`src/rtl/riscv_pc.sv`:
```
// rtl/riscv_pc.sv - RV32I program-counter register (optional RISCV_PC_ALIGN_CHECK_EN adds pcMisaligned)
module riscv_pc #(
   parameter logic [31:0] RESET_VECTOR = 32'h0000_0000
) (
   input  logic        clk,
   input  logic        rst,
   input  logic        pcEn,
   input  logic        pcSrc,
   input  logic [31:0] offset,
   output logic [31:0] pcOutput,
`ifdef RISCV_PC_ALIGN_CHECK_EN
   output logic        pcMisaligned,
`endif
   output logic [31:0] pcPlus4
);

   logic [31:0] r_pc;
   logic [31:0] w_seq_pc;
   logic [31:0] w_target_pc;
   logic [31:0] w_step_pc;
   logic [31:0] w_load_pc;

   // Both candidate addresses are always computed; the select is a true mux,
   // so an unknown offset cannot leak into the PC when the sequential path is chosen.
   always_comb begin
      w_seq_pc    = r_pc + 32'd4;
      w_target_pc = r_pc + offset;
      w_step_pc   = pcSrc ? w_target_pc : w_seq_pc;
      w_load_pc   = rst ? RESET_VECTOR : w_step_pc;
   end

   // PC register: reset has priority over enable; disabled cycles hold the value.
   always_ff @(posedge clk) begin
      if (rst) begin
         r_pc <= RESET_VECTOR;
      end else if (pcEn) begin
         r_pc <= w_step_pc;
      end
   end

   assign pcOutput = r_pc;
   assign pcPlus4  = w_seq_pc;

`ifdef RISCV_PC_ALIGN_CHECK_EN
   logic r_misaligned;

   // Alignment flag tracks the value loaded into the PC; trapping is left to later stages.
   always_ff @(posedge clk) begin
      if (rst || pcEn) begin
         r_misaligned <= (w_load_pc[1:0] != 2'b00);
      end
   end

   assign pcMisaligned = r_misaligned;
`else
   logic w_unused_load;
   assign w_unused_load = ^w_load_pc;
`endif

endmodule

```
`config.mk`:
```
export PLATFORM = sky130hd
export DESIGN_NAME = riscv_pc
export DESIGN_NICKNAME = d
export VERILOG_FILES = /design/src/rtl/riscv_pc.sv
export SDC_FILE = /design/constraint.sdc
export NUM_CORES = 1
export LEC_CHECK = 0
export BUFFER_PORTS_ARGS = -buffer_cell sky130_fd_sc_hd__buf_4
export CAP_MARGIN = 20
export CORE_ASPECT_RATIO = 1.25
export CORE_MARGIN = 2
export CORE_UTILIZATION = 25
export DETAILED_ROUTE_END_ITERATION = 6
export PLACE_DENSITY = 0.41
export SETUP_SLACK_MARGIN = 0.1
export SYNTH_ARGS = -nofsm -noshare
export SYNTH_HDL_FRONTEND = slang
export SYNTH_SLANG_ARGS = --single-unit
```
`constraint.sdc`:
```
create_clock -name clk -period 7.97 [get_ports clk]
set_input_delay 0.797 -clock clk [delete_from_list [all_inputs] [get_ports clk]]
set_output_delay 0.797 -clock clk [all_outputs]
set_load 0.01 [all_outputs]
```
==> results of run 1 <==
-- per-stage QoR --
stage	worst slack, ns	cell area, sq um	power [mW]	util	std cells
5_1_grt	4.006	4740	0.7438	0.3183	771
6_report	4.216	4740	0.6953	0.3183	771
4_1_cts	4.189	4740	0.7066	0.3183	771
3_5_place_dp	4.363	4593	0.4929	0.3085	763
2_1_floorplan	4.677	3776	0.3908	-	514
3_3_place_gp	4.389	4593	0.4936	0.3085	763
-- path summary, 6_finish.rpt --
kind | depth (start not counted) | slack (ns) | endpoint
worst max-delay path | 8 | 4.22 | pcPlus4[27]
worst min-delay path | 2 | 0.52 | pcOutput[0]
worst max register to register | 11 | 4.81 | pcOutput[30]
worst min register to register | 2 | 0.52 | pcOutput[0]
-- critical path, cell delays in order, from the launching register on --
cell	delay, ns
dfxtp_1	0.51
and4_1	0.34
and4_1	0.42
and2_1	0.29
nand2_1	0.25
nor2_2	0.30
and3_1	0.26
xor2_1	0.15
buf_4	0.14
-- logic make-up (layout without fill, tap and decap cells) --
kind of cell / after synthesis / count (layout) / share of synthesized area
AND/OR/NAND/NOR: 179 / 179 / 0.2313
AO/OA/AOI/OAI: 168 / 168 / 0.3032
XOR/XNOR: 52 / 52 / 0.1206
buffers and inverters: 47 / 122 / 0.05566
adder cells (fa/ha/maj): 33 / 33 / 0.1113
flip-flops: 32 / 32 / 0.1696
multiplexers: 3 / 3 / 0.008284
-- layout by cell type (no fill, tap or decap), types with 4 or more instances in the layout --
cell,instances
nor2_1,53
a21o_1,14
and3_1,10
buf_4,99
clkbuf_16,5
nor3_1,17
xor2_1,19
a22oi_1,5
nand3_1,10
xnor2_1,33
o21ai_0,23
o21a_1,4
a21oi_1,46
dfxtp_1,32
a211o_1,4
a31oi_1,10
ha_1,32
nand2_1,52
inv_1,15
a211oi_1,19
nand4_1,8
-- power by group through the flow --
stage	clock, mW	combinational (mW)	sequential, mW
2_1_floorplan	0	0.190	0.201
3_3_place_gp	0	0.290	0.203
3_5_place_dp	0	0.289	0.204
4_1_cts	0.215	0.291	0.200
5_1_grt	0.222	0.319	0.203
6_report	0.207	0.289	0.200
-- layout make-up --
type / count / area share
Clock buffer: 8 / 0.03089
Inverter: 15 / 0.01188
Multi-Input combinational cell: 435 / 0.6172
Sequential cell: 32 / 0.1352
Tap cell: 182 / 0.04805
Timing Repair Buffer: 99 / 0.1568
-- metal layers --
metal,part of all wire,global-route usage
met1,0.43,0.2064
met2,0.53,0.3249
met5,0,0
met3,0.026,0.01965
met4,0.012,0.04108
==> flow_summary.yaml, run 1 <==
outcome:
  outcome: "complete, no violations"
synth:
  synth_top_cell_by_area: "dfxtp_1"
  ys_ff_latch: 32
  yosysTopAreaCellShare: 0.1696
  yosysMostFrequentCell: "nor2_1"
  ys_seq_area_frac: 0.1696
  synth_cell_types: 71
  synthesis.nets: 583
  synth_edf_count: 0
  syn_inst: 514
  synthFlopType: "dfxtp_1"
  synth.area.top_cells: "dfxtp_1, ha_1, xnor2_1"
  yosysWarnings: 0
  syn-mean-instance-area_sq_um: 7.347
  async_flop_share: 0
  synthTopCellsByCount: "nor2_1, nand2_1, a21oi_1"
  syn_area_sq_um: 3776
setup_path:
  path_class: "flip-flop to output pin"
  rr_startpoint: "pcOutput[0]"
  critPathMaxFanout: 7
  start_kind: "flip-flop"
  worstSetupStartpoint: "pcOutput[5]"
  cp.arrival_ns: 2.96
  crit_path_end_kind: "output pin"
  cp.required_ns: 7.17
sta:
  setup_tns_ns: 0
  skew_ns: 0.005470
  finalCritPeriodShare: 0.4710
  worst_pin_slew_ns: 0.9165
  hold_ws_ns: 0.5183
  hold_violations: 0
  rsz0062_at_grt: "no"
  final-max-slew-violation-count: 0
  fmax_mhz: 266.4
  finalSetupViolations: 0
  relSlewSlack: 0.3883
  period_needed_ns: 3.754
final_layout:
  multi_input_area_sq_um: 2925
  antenna_cells: 0
  regArea_sq_um: 640.6
  largest_reg_flops: 32
  area_growth_pct: 25.51
  n_fill_cell: 1638
  drive_gt1_frac: 0.2071
  finalNetCount: 657
clock_tree:
  cts_root_buf: "clkbuf_16"
  postCtsHoldBufs: 0
  clock_latency_ns: 0.29
  numCtsBuffers: 5
  tritoncts: "yes"
  cts_sinks: 32
  cts_resized: 0
  htreeDepth: 2
  clockBufferDepth: 2
  clk_pin_slew_worst_paths_ns: 0.06
  post-cts-setup-buffer-count: 0
routing:
  drt-pass1-iter-count: 4
  drt-vias-per-instance: 5.235
  dr.first_iter.drc_count: 217
  routedWlPerCell_um: 18.00
  ant_nets: 0
  num_vias: 4036
  remaining_drc_errors: 0
  wirelength_um: 13880
power:
  comb_power_share: 0.415
  power.internal_mw: 0.4293
  swShare: 0.3827
  ir_drop_mv: 0.05965
  powerDensity_nw_per_um2: 146.7
  power.share.sequential: 0.287
  clkPwrFrac: 0.298
  leakage_nw: 2.113
  switchingPower_mw: 0.2661
global_routing:
  grt_use_total: 0.1724
  antenna_found_initial: 0
  grt_pass1_wl_um: 22040
  grt_start_max_net_pins: 47
  grt_pass1_vias: 4000
  overflow: 0
die:
  rows: 50
  start_util: 0.2536
  core_sq_um: 14890
  die_h_um: 141.4
  die_area_sq_um: 16110
  num_io_pins: 100
  die_w_um: 113.9
place:
  place_hpwl_um: 10400
  port_buffers: 99
  gp_congestion: 0.8665
worst_hold_path:
  min_from: "pcOutput[0]"
  hp-class: "flip-flop to flip-flop"
job:
  drv_cap: 0
Note: power is estimated with default switching activity, not from simulation.
==> run 2, diff against run 1 <==
==> constraint.sdc (replaced) <==
create_clock -name clk -period 3.8 [get_ports clk]
set_input_delay 0.38 -clock clk [delete_from_list [all_inputs] [get_ports clk]]
set_output_delay 0.38 -clock clk [all_outputs]
set_load 0.01 [all_outputs]
==> flow_summary.yaml, run 2 (synthesis results as in run 1) <==
sta:
  skew_ns: 0.007890
  finalCritPeriodShare: 0.8767
  period_needed_ns: 3.331
  relSlewSlack: 0.6593
  setup_tns_ns: 0
  finalSetupViolations: 0
  hold_violations: 0
  rsz0062_at_grt: "no"
  fmax_mhz: 300.2
  worst_pin_slew_ns: 0.5111
  worst_slack_ns: 0.4686
  final-max-slew-violation-count: 0
routing:
  routed-wl-met3_um: 427
  wl_met2_um: 7033
  wl_met1_um: 6031
  wirelength_um: 13780
  ant_nets: 0
  topRoutingLayerUsed: "met4"
  dr.first_iter.drc_count: 221
  routedWlPerCell_um: 17.73
  remaining_drc_errors: 0
  drt-pass1-iter-count: 4
  drt-vias-per-instance: 5.286
  num_vias: 4107
setup_path:
  r2r_cells: 11
  r2r_slack_ns: 0.69
  critPathMaxFanout: 7
  cp.required_ns: 3.42
  rr_startpoint: "pcOutput[0]"
  crit_path_end_kind: "output pin"
  r2r-end: "pcOutput[30]"
  cp.arrival_ns: 2.95
  path_class: "flip-flop to output pin"
  start_kind: "flip-flop"
die:
  start_util: 0.2536
  rows: 50
  num_io_pins: 100
  die_h_um: 141.4
  die_area_sq_um: 16110
  die_w_um: 113.9
  core_sq_um: 14890
clock_tree:
  clk_pin_slew_worst_paths_ns: 0.06
  clockBufferDepth: 2
  numCtsBuffers: 5
  post-cts-setup-buffer-count: 0
  cts_resized: 0
  cts_sinks: 32
  tritoncts: "yes"
  postCtsHoldBufs: 0
  cts_root_buf: "clkbuf_16"
  htreeDepth: 2
  clock_latency_ns: 0.29
place:
  place_hpwl_um: 10240
  port_buffers: 99
  dp.cells: 769
  gp_congestion: 0.8738
  place_ws_ns: 0.6048
power:
  swShare: 0.3798
  comb_power_share: 0.417
  p_total_mw: 1.456
  powerDensity_nw_per_um2: 304.3
  clkPwrFrac: 0.297
  power.internal_mw: 0.9031
  power.share.sequential: 0.286
  switchingPower_mw: 0.5529
  ir_drop_mv: 0.1353
  leakage_nw: 2.144
outcome:
  outcome: "complete, no violations"
final_layout:
  multi_input_area_sq_um: 2925
  largest_reg_flops: 32
  antenna_cells: 0
  instances_no_fill: 777
  regArea_sq_um: 640.6
  layout_common_cells: "buf_4, nor2_1, nand2_1"
  drive_gt1_frac: 0.2151
  area_growth_pct: 26.71
  n_fill_cell: 1632
  layout_commonest_cell: "buf_4"
  finalNetCount: 663
global_routing:
  overflow: 0
  grt_pass1_vias: 4195
  antenna_found_initial: 0
  grt_start_max_net_pins: 47
  grt_pass1_wl_um: 22020
  grt_use_total: 0.1717
worst_hold_path:
  worstHoldPathCells: 4
  hp-class: "input pin to flip-flop"
  min_from: "offset[0]"
  whs_endpoint: "pcOutput[0]"
job:
  drv_cap: 0
==> run 2: power groups by stage <==
stage,Combinational (mW),Sequential [mW],Clock (mW)
2_1_floorplan,0.398,0.422,0
3_3_place_gp,0.612,0.424,0
3_5_place_dp,0.609,0.425,0
4_1_cts,0.613,0.417,0.444
5_1_grt,0.673,0.423,0.464
6_report,0.606,0.417,0.432
==> run 2: worst max-delay path, cell delays in order (launching register included) <==
cell and delay [ns]:
dfxtp_1 0.51, and4_1 0.32, and4_1 0.42, and2_1 0.26, nand2_1 0.26, nor2_2 0.33, and3_1 0.26, xor2_1 0.15
buf_4 0.14
==> run 2: worst max-delay path by stage <==
stage / slack [ns] / cells after the start / startpoint / to
floorplan: 0.87 / 11 / pcOutput[0] / pcOutput[30]
global placement: 0.65 / 12 / offset[0] / pcOutput[30]
detailed placement: 0.60 / 12 / offset[0] / pcOutput[30]
CTS: 0.42 / 8 / pcOutput[5] / pcPlus4[29]
global route: 0.28 / 8 / pcOutput[4] / pcPlus4[27]
finish: 0.47 / 8 / pcOutput[5] / pcPlus4[27]
==> run 2: per-stage QoR <==
step / utilization / hold slack, ns / cell area [sq um]
detailed placement: 0.3115 / 0.4870 / 4638
floorplan: - / 0.5082 / 3776
CTS: 0.3213 / 0.4745 / 4785
finish: 0.3213 / 0.4711 / 4785
global placement: 0.3115 / 0.4843 / 4638
global route: 0.3213 / 0.5087 / 4785
==> run 2: final cells by class <==
cell class / count / share of cell area
clock buffers: 8 / 0.03060
well taps: 182 / 0.04759
inverters: 15 / 0.01177
multi-input cells: 435 / 0.6114
repair buffers: 105 / 0.1647
flip-flops and latches: 32 / 0.1339
==> run 2: routing by layer <==
| layer | GRT usage | up-vias |
|---|---|---|
| met5 | 0 | - |
| met4 | 0.05456 | 0 |
| met3 | 0.01709 | 16 |
| met2 | 0.3167 | 97 |
| met1 | 0.2070 | 1940 |
| li1 | - | 2054 |
